[config.mk]
export PLATFORM = sky130hd
export DESIGN_NAME = spi_mem_responder
export DESIGN_NICKNAME = d
export VERILOG_FILES = /design/src/rtl/spi_mem_responder.sv
export SDC_FILE = /design/constraint.sdc
export NUM_CORES = 1
export LEC_CHECK = 0
export CORE_ASPECT_RATIO = 1.25
export CORE_UTILIZATION = 53
export CTS_CLUSTER_SIZE = 16
export DETAILED_ROUTE_END_ITERATION = 16
export PLACE_DENSITY = 0.77
export SLEW_MARGIN = 10
export SYNTH_ARGS = -nofsm -noshare
export SYNTH_HDL_FRONTEND = slang
export SYNTH_SLANG_ARGS = --single-unit
export TNS_END_PERCENT = 50
[constraint.sdc]
create_clock -name clk -period 1.86 [get_ports clk]
set_input_delay 0.372 -clock clk [delete_from_list [all_inputs] [get_ports clk]]
set_output_delay 0.372 -clock clk [all_outputs]
set_load 0.02 [all_outputs]
[src/rtl/spi_mem_responder.sv]
// SPI mode-0 target bridging SRAM-style READ (0x03) / WRITE (0x02) frames onto a
// single-outstanding byte bus. SPI pins are oversampled in the clk domain.
module spi_mem_responder #(
  parameter int SYNC_STAGES     = 2,
  parameter int READ_DUMMY_BITS = 8
) (
  input  logic        clk,
  input  logic        reset,
  input  logic        spi_sclk,
  input  logic        spi_mosi,
  input  logic        spi_cs_n,
  output logic        spi_miso,
  output logic        spi_miso_oe,
  output logic        mem_req,
  output logic        mem_we,
  output logic [15:0] mem_addr,
  output logic [7:0]  mem_wdata,
  input  logic [7:0]  mem_rdata,
  input  logic        mem_ready,
  output logic        busy,
  output logic        cmd_err,
  output logic        xfer_err
);

  typedef enum logic [2:0] {IDLE, CMD, ADDR, DUMMY, RD_DATA, WR_DATA, IGNORE} state_t;

  localparam logic [7:0] CMD_READ   = 8'h03;
  localparam logic [7:0] CMD_WRITE  = 8'h02;
  localparam logic [3:0] DUMMY_LAST = 4'(READ_DUMMY_BITS - 1);

  logic [SYNC_STAGES-1:0] sclk_sync, mosi_sync, cs_sync;
  logic        sclk_d, cs_d;
  logic        sclk_s, mosi_s, cs_s;
  logic        sclk_rise, sclk_fall, cs_rise, cs_fall;

  state_t      state;
  logic [3:0]  bit_cnt;
  logic [7:0]  rx_shift, tx_shift, pf_data;
  logic [7:0]  rx_byte;
  logic [15:0] addr, addr_next;
  logic        pf_valid, is_read, byte_start, start_pending;

  assign sclk_s    = sclk_sync[SYNC_STAGES-1];
  assign mosi_s    = mosi_sync[SYNC_STAGES-1];
  assign cs_s      = cs_sync[SYNC_STAGES-1];
  assign sclk_rise = sclk_s & ~sclk_d;
  assign sclk_fall = ~sclk_s & sclk_d;
  assign cs_rise   = cs_s & ~cs_d;
  assign cs_fall   = ~cs_s & cs_d;
  assign rx_byte   = {rx_shift[6:0], mosi_s};
  assign addr_next = {addr[14:0], mosi_s};
  assign spi_miso  = tx_shift[7];
  assign busy      = (state != IDLE) | mem_req;

  // Synchronisers park at the idle bus levels so reset release never looks like an edge
  always_ff @(posedge clk) begin
    if (reset) begin
      sclk_sync <= '0;
      mosi_sync <= '0;
      cs_sync   <= '1;
      sclk_d    <= 1'b0;
      cs_d      <= 1'b1;
    end else begin
      sclk_sync <= {sclk_sync[SYNC_STAGES-2:0], spi_sclk};
      mosi_sync <= {mosi_sync[SYNC_STAGES-2:0], spi_mosi};
      cs_sync   <= {cs_sync[SYNC_STAGES-2:0], spi_cs_n};
      sclk_d    <= sclk_s;
      cs_d      <= cs_s;
    end
  end

  always_ff @(posedge clk) begin
    if (reset) begin
      state         <= IDLE;
      bit_cnt       <= '0;
      rx_shift      <= '0;
      tx_shift      <= '0;
      pf_data       <= '0;
      pf_valid      <= 1'b0;
      addr          <= '0;
      is_read       <= 1'b0;
      byte_start    <= 1'b0;
      start_pending <= 1'b0;
      spi_miso_oe   <= 1'b0;
      mem_req       <= 1'b0;
      mem_we        <= 1'b0;
      mem_addr      <= '0;
      mem_wdata     <= '0;
      cmd_err       <= 1'b0;
      xfer_err      <= 1'b0;
    end else begin
      cmd_err  <= 1'b0;
      xfer_err <= 1'b0;

      // Read data is only kept while the read frame that asked for it is still open
      if (mem_req && mem_ready) begin
        mem_req <= 1'b0;
        if (mem_we) begin
          addr <= addr + 16'd1;
        end else if (state == DUMMY || state == RD_DATA) begin
          pf_data  <= mem_rdata;
          pf_valid <= 1'b1;
        end
      end

      if (cs_rise) begin
        state         <= IDLE;
        spi_miso_oe   <= 1'b0;
        bit_cnt       <= '0;
        byte_start    <= 1'b0;
        start_pending <= 1'b0;
      end else begin
        case (state)
          IDLE: begin
            if ((cs_fall || start_pending) && !mem_req) begin
              state         <= CMD;
              bit_cnt       <= '0;
              rx_shift      <= '0;
              pf_valid      <= 1'b0;
              start_pending <= 1'b0;
            end else if (cs_fall) begin
              start_pending <= 1'b1;
            end
          end
          CMD: if (sclk_rise) begin
            rx_shift <= rx_byte;
            bit_cnt  <= bit_cnt + 4'd1;
            if (bit_cnt == 4'd7) begin
              bit_cnt <= '0;
              case (rx_byte)
                CMD_READ:  begin is_read <= 1'b1; state <= ADDR; end
                CMD_WRITE: begin is_read <= 1'b0; state <= ADDR; end
                default:   begin state <= IGNORE; cmd_err <= 1'b1; end
              endcase
            end
          end
          ADDR: if (sclk_rise) begin
            addr    <= addr_next;
            bit_cnt <= bit_cnt + 4'd1;
            if (bit_cnt == 4'd15) begin
              bit_cnt  <= '0;
              rx_shift <= '0;
              if (is_read) begin
                mem_req  <= 1'b1;
                mem_we   <= 1'b0;
                mem_addr <= addr_next;
                if (READ_DUMMY_BITS == 0) begin
                  state       <= RD_DATA;
                  spi_miso_oe <= 1'b1;
                  byte_start  <= 1'b1;
                end else begin
                  state <= DUMMY;
                end
              end else begin
                state <= WR_DATA;
              end
            end
          end
          DUMMY: if (sclk_rise) begin
            bit_cnt <= bit_cnt + 4'd1;
            if (bit_cnt == DUMMY_LAST) begin
              bit_cnt     <= '0;
              state       <= RD_DATA;
              spi_miso_oe <= 1'b1;
              byte_start  <= 1'b1;
            end
          end
          // A byte boundary reloads from the prefetch and launches the next fetch
          RD_DATA: begin
            if (sclk_rise) begin
              if (bit_cnt == 4'd7) begin
                bit_cnt    <= '0;
                byte_start <= 1'b1;
              end else begin
                bit_cnt <= bit_cnt + 4'd1;
              end
            end else if (sclk_fall) begin
              if (byte_start) begin
                byte_start <= 1'b0;
                if (pf_valid) begin
                  tx_shift <= pf_data;
                  pf_valid <= 1'b0;
                  mem_req  <= 1'b1;
                  mem_we   <= 1'b0;
                  mem_addr <= addr + 16'd1;
                  addr     <= addr + 16'd1;
                end else begin
                  tx_shift <= 8'hFF;
                  xfer_err <= 1'b1;
                end
              end else begin
                tx_shift <= {tx_shift[6:0], 1'b0};
              end
            end
          end
          WR_DATA: if (sclk_rise) begin
            rx_shift <= rx_byte;
            if (bit_cnt == 4'd7) begin
              bit_cnt <= '0;
              if (mem_req) begin
                xfer_err <= 1'b1;
              end else begin
                mem_req   <= 1'b1;
                mem_we    <= 1'b1;
                mem_addr  <= addr;
                mem_wdata <= rx_byte;
              end
            end else begin
              bit_cnt <= bit_cnt + 4'd1;
            end
          end
          IGNORE: ;
          default: state <= IDLE;
        endcase
      end
    end
  end

endmodule
Word level (Yosys, flattened, before mapping) --
Cells that the tools add are included.
Cells by class: $add $sub $neg 2, eq/ne operators 28, mux-type cells 94, bitwise gates (word level) 16, reductions and logical operators 30
Operators with widths (count):
- 2-to-1 mux 16 bit | 18
- case mux 16 bit (3 select lines) | 1
- 2-to-1 mux 1 bit | 45
- case mux 16 bit (2 select lines) | 1
- 2-to-1 mux 7 bit | 4
- != test 2 bit (second input constant) | 14
- 2-to-1 mux 3 bit | 9
- case mux 7 bit (3 select lines) | 1
- 2-to-1 mux 4 bit | 5
- adder 16 x 1 -> 16 bit (second input constant) | 1
- equality test 8 x 2 -> 1 bit (second input constant) | 2
- 2-to-1 mux 8 bit | 2
- case mux 3 bit (5 select lines) | 1
- case mux 4 bit (3 select lines) | 1
- AND reduction 12 bit | 1
- nonzero test 3 bit | 4
- inverter 1 bit | 11
- AND reduction 5 bit | 2
- equality test 3 bit (second input constant) | 3
- AND reduction 3 bit | 3
- case mux 1 bit (2 select lines) | 4
- AND reduction 4 bit | 2
- AND reduction 8 bit | 1
- equality test 3 x 2 -> 1 bit (second input constant) | 2
- other kinds (20) | 32
Word-level totals: bits in registers 87, input bits 14, output and inout bits 31

Longest topological paths before layout --
word-level depth 11, gate-level depth with buffers 9, gate-level depth less buffers 7

Worst setup path before layout --
Ideal clock, no wire load.
kind register to register, start point register sclk_d, end point register state[1], data arrival time 1699 ps, required time 1738 ps, setup slack 40 ps, cell stages (with the launch flop) 9, path buffers 1, path through dfxtp_1 inv_1 ha_1 buf_2 inv_2 a211o_1 a221oi_2 nand2_1 o311a_1
Between the ends: longest elaborated chain between the ends 4, elaborated cells on any way between the ends 6
Ends and longest elaborated chain:
- from (decl) | RTL line 32 | logic sclk_d, cs_d;
- from (signal assigned) | RTL line 67 | sclk_d <= sclk_s;
- inverter 1 bit * | RTL line 46 | assign sclk_rise = sclk_s & ~sclk_d;
- bitwise AND 1 bit * | RTL line 46
- != test 2 bit (no source line)
- AND reduction 8 bit (no source line) *
- to (signal assigned) | RTL line 74 | state <= IDLE;
- to (signal assigned) | RTL line 107 | state <= IDLE;
- to (signal assigned) | RTL line 116 | state <= CMD;
- to (decl) | RTL line 36 | state_t state;
Mark *: on every way between the ends. The rest lies on a longest branch, timed or not. A chain may end at the register's enable or synchronous reset.

Final worst setup path --
start point register sclk_d, end point register mem_addr[12]
Between the ends: longest elaborated chain between the ends 4, elaborated cells on any way between the ends 8
Ends and longest elaborated chain:
- inverter 1 bit | RTL line 46
- bitwise AND 1 bit | RTL line 46
- != test 2 bit (no source line)
- AND reduction 12 bit (no source line) *
- to (signal assigned) | RTL line 146 | mem_addr <= addr_next;
- to (signal assigned) | RTL line 185 | mem_addr <= addr + 16'd1;
- to (signal assigned) | RTL line 205 | mem_addr <= addr;
- to (decl) | RTL line 16 | output logic [15:0] mem_addr,
Marked as above.

==> flow_summary_export.csv <==
group,metric,value,unit
run_status,status,"finished with violations",
run_status,violated_checks,"setup timing",
yosys,synth_largest_area_cell,"dfxtp_1",
detailed_routing,antenna_left,0,
yosys,synth_async_sr_flop_share,0,%
finish,final_design_area_no_fill,7064,sq um
yosys,post-synth-top-area-fraction,33.84,%
timing,final_min_period_over_clock_period,105.1,%
global_route,combined_global_route_utilization_of_all_metal_layers,32.89,%
timing,maximum_clock_skew_at_final_layout,7.852,ps
detailed_routing,average_routed_wire_per_standard_cell,19.39,um
critical_path,worst_r2r_startpoint,"sclk_d",
timing,fmax,0.5117,GHz
global_route,antenna_found_initial,0,
floorplanning,die-width,90.15,um
timing,max_slew_margin,66.22,%
critical_path,worstPathRequired,2160,ps
timing,period_needed,1954,ps
yosys,synth.ff_latch_count,87,
critical_path,worstSetupPathType,"flip-flop to flip-flop",
yosys,synth.cell_area,5147,sq um
timing,postLayoutSetupSlackWorst,-94.42,ps
detailed_routing,drtPass1Iterations,5,
critical_path,rrSetupSlack,-90,ps
timing,grt_setup_unrepaired,"true",
clock_network,postCtsHoldBufs,0,
min_path,timing.hold.worst.class,"flip-flop to flip-flop",
placement,post-dp-hpwl,11.75,mm
finish,area_delta_synth_final,37.24,%
critical_path,worstPathArrival,2250,ps
yosys,netlist_instances,644,
clock_network,cts-buffers-inserted,9,
min_path,hold_path.startpoint,"cs_sync[0]",
placement,placement.cell_area,6411,sq um
placement,buffer_ports.inserted,44,
global_route,pin_count_of_the_biggest_net_entering_global_routing,57,
detailed_routing,route.vias.total,5806,
placement,routabilityCongestion,0.9421,
floorplanning,core_area,9271,sq um
timing,final_max_slew_viol_count,0,
finish,antenna_cells,0,
global_route,grt_remaining_overflow,0,
yosys,syn_area_per_cell,7.993,sq um
detailed_routing,detail_route.vias_per_cell,6.465,
floorplanning,row_count,39,
pwr,power_per_cell_area,572.5,nW/um^2
detailed_routing,routed_wire_length,17.41,mm
yosys,synthFlopType,"dfxtp_1",
finish,highest_count_cells_in_the_layout_ignoring_fill_and_taps,"114 x buf_4, 81 x dfxtp_1, 59 x nor2_1",
min_path,hold_path_end,"cs_sync[1]",
clock_network,clock_tree.htree_level_count,3,
yosys,cell_types_with_the_largest_area_share_after_synthesis,"dfxtp_1 34%, a21oi_1 5.5%, mux2i_1 4.7%",
yosys,number_of_enable_flip_flop_cells_after_synthesis,0,
global_route,grt_first_pass_wirelength,26.63,mm
timing,hold_slack,420.4,ps
yosys,synth_nets,662,
clock_network,maximum_clock_insertion_buffer_count,2,
finish,final_layout_size_suffix_gt1_share,27.61,%
floorplanning,initial_utilization,55.52,%
detailed_routing,drt_drc_violations_left,0,
finish,layout.nets,788,
clock_network,cts_root_buffer,"clkbuf_16",
critical_path,reg2reg_to,"mem_addr[12]",
clock_network,clkTransAtPathRegs,70,ps
min_path,hold-path-cell-count,1,
timing,tightest_slew,493.9,ps
finish,mostFrequentLayoutCell,"buf_4",
pwr,power.ir.vdd_worst,0.0006537,V
run,cap_violations,0,
critical_path,cp-start-kind,"flip-flop",
yosys,synthDistinctLibCells,85,
detailed_routing,detailed_router_s_first_iteration_violation_count,532,
floorplanning,die_h,112.2,um
clock_network,clock_latency,350,ps
timing,report.final.hold_viol_count,0,
finish,nFillCells,639,
placement,placedCellCount,871,
critical_path,crit_path_max_fanout,8,
timing,final-setup-viol-count,4,
pwr,power.leakage,0.002536,uW
yosys,synth.yosys.warnings,0,
floorplanning,die_area,10110,sq um
pwr,power.total,4044,uW
finish,final_cells,898,
clock_network,cts_tree,"yes",
global_route,first_global_vias,5533,
critical_path,worst-r2r-cell-count,8,
floorplanning,floorplan.io_pins,45,
yosys,synth_sequential_area_ratio,33.84,%
critical_path,crit_path_end_kind,"flip-flop",
clock_network,cts.sink_count,87,
==> report_power, final <==
| part | switching, uW | leakage (uW) | internal [uW] | total (uW) |
|---|---|---|---|---|
| Combinational | 192 | 0.00168 | 152 | 344 |
| Clock | 858 | 0.000147 | 950 | 1810 |
| Sequential | 18.4 | 0.000705 | 1870 | 1890 |
==> kinds of logic (layout without fill, tap and decap cells) <==
group           count (synthesis)  in the layout  share of synthesized area, %
mux                            24             24                         4.667
xor+xnor                       15             15                         2.552
compound gates                187            188                         24.79
buf+inv                        70            200                         6.393
fa+ha+maj                       4              4                        0.9723
simple gates                  257            257                         26.79
flops                          87             87                         33.84
==> repair_timing <==
| action | 4_1_cts | 5_1_grt |
|---|---|---|
| gates cloned | 0 | 2 |
| buffers inserted | 5 | 4 |
| resized for setup | 24 | 59 |
| pin swaps | 10 | 26 |
| endpoints found under the setup margin | 52 | 50 |
==> worst max-delay path, stage by stage, from the launching register on <==
cell	delay (ps)
dfxtp_2	320
inv_2	60
ha_4	180
nand4b_1	160
buf_4	190
o221ai_4	250
and3_1	240
nor4b_1	370
a21o_1	120
==> routing by layer <==
metal  wire length, um  track usage (%)  part of all wire (%)  vias up
met5                 0                0                     0        -
met4              1176            24.73                   6.8        0
met3              1052            3.794                   6.0      113
met2              8867            59.95                    51      344
met1              6318            34.60                    36     2735
li1                  -                -                     -     2614
==> metrics by stage <==
stage	setup TNS [ps]	utilization, %	setup slack (ps)
3_3_place_gp	-5018	69.15	-240.0
4_1_cts	-3.608	73.33	-3.608
5_1_grt	-1754	76.19	-161.2
2_1_floorplan	0	-	39.56
6_report	-170.2	76.19	-94.42
3_5_place_dp	-7735	69.15	-277.3
==> synth_stat cells (4+ instances only) <==
library cell / instances
o21ai_0: 33
mux2i_1: 24
nor4_1: 8
ha_1: 4
nand2b_1: 7
a211oi_1: 4
nor3_1: 15
xor2_1: 5
nor2_1: 61
inv_1: 9
and2b_1: 4
dfxtp_1: 87
buf_2: 22
buf_4: 4
a31oi_1: 7
xnor2_1: 10
nand3b_1: 7
a21o_1: 5
or2_2: 4
or2_0: 7
o21ai_1: 5
a21oi_1: 57
clkbuf_1: 26
or3_1: 4
o22ai_1: 12
nand3_1: 22
a211o_1: 6
nand4_1: 9
and3_1: 12
o31ai_1: 7
nor2b_1: 5
and4_1: 5
or4_1: 4
nand2_1: 59
==> worst max path at each step <==
stage,startpoint,end,slack [ps],cells past startpoint
final,sclk_d,mem_addr[12],-90,8
after global routing,sclk_d,mem_addr[12],-160,8
after CTS,addr[0],addr[14],-4,7
after detailed placement,mem_ready,addr[2],-280,7
after global placement,mem_ready,addr[2],-240,6
after floorplan,sclk_d,state[1],40,8
==> flip-flops by register name, summed over array words and instances (netlist names), 2 cells and up <==
register,count
cs_sync,2
bit_cnt,4
addr,16
pf_data,8
mem_addr,16
tx_shift,8
sclk_sync,2
mosi_sync,2
state,3
rx_shift,7
mem_wdata,8
==> area by class of cell <==
type	count	area, sq um	share of cell area, %
multi-input combinational	488	3318	46.97
tap	123	153.9	2.179
sequential	87	1752	24.80
clock inverter	7	73.82	1.045
clock buffer	9	225.2	3.188
timing repair buffer	173	1500	21.24
inverter	11	41.29	0.5845
(Power assumes the default switching activity.)
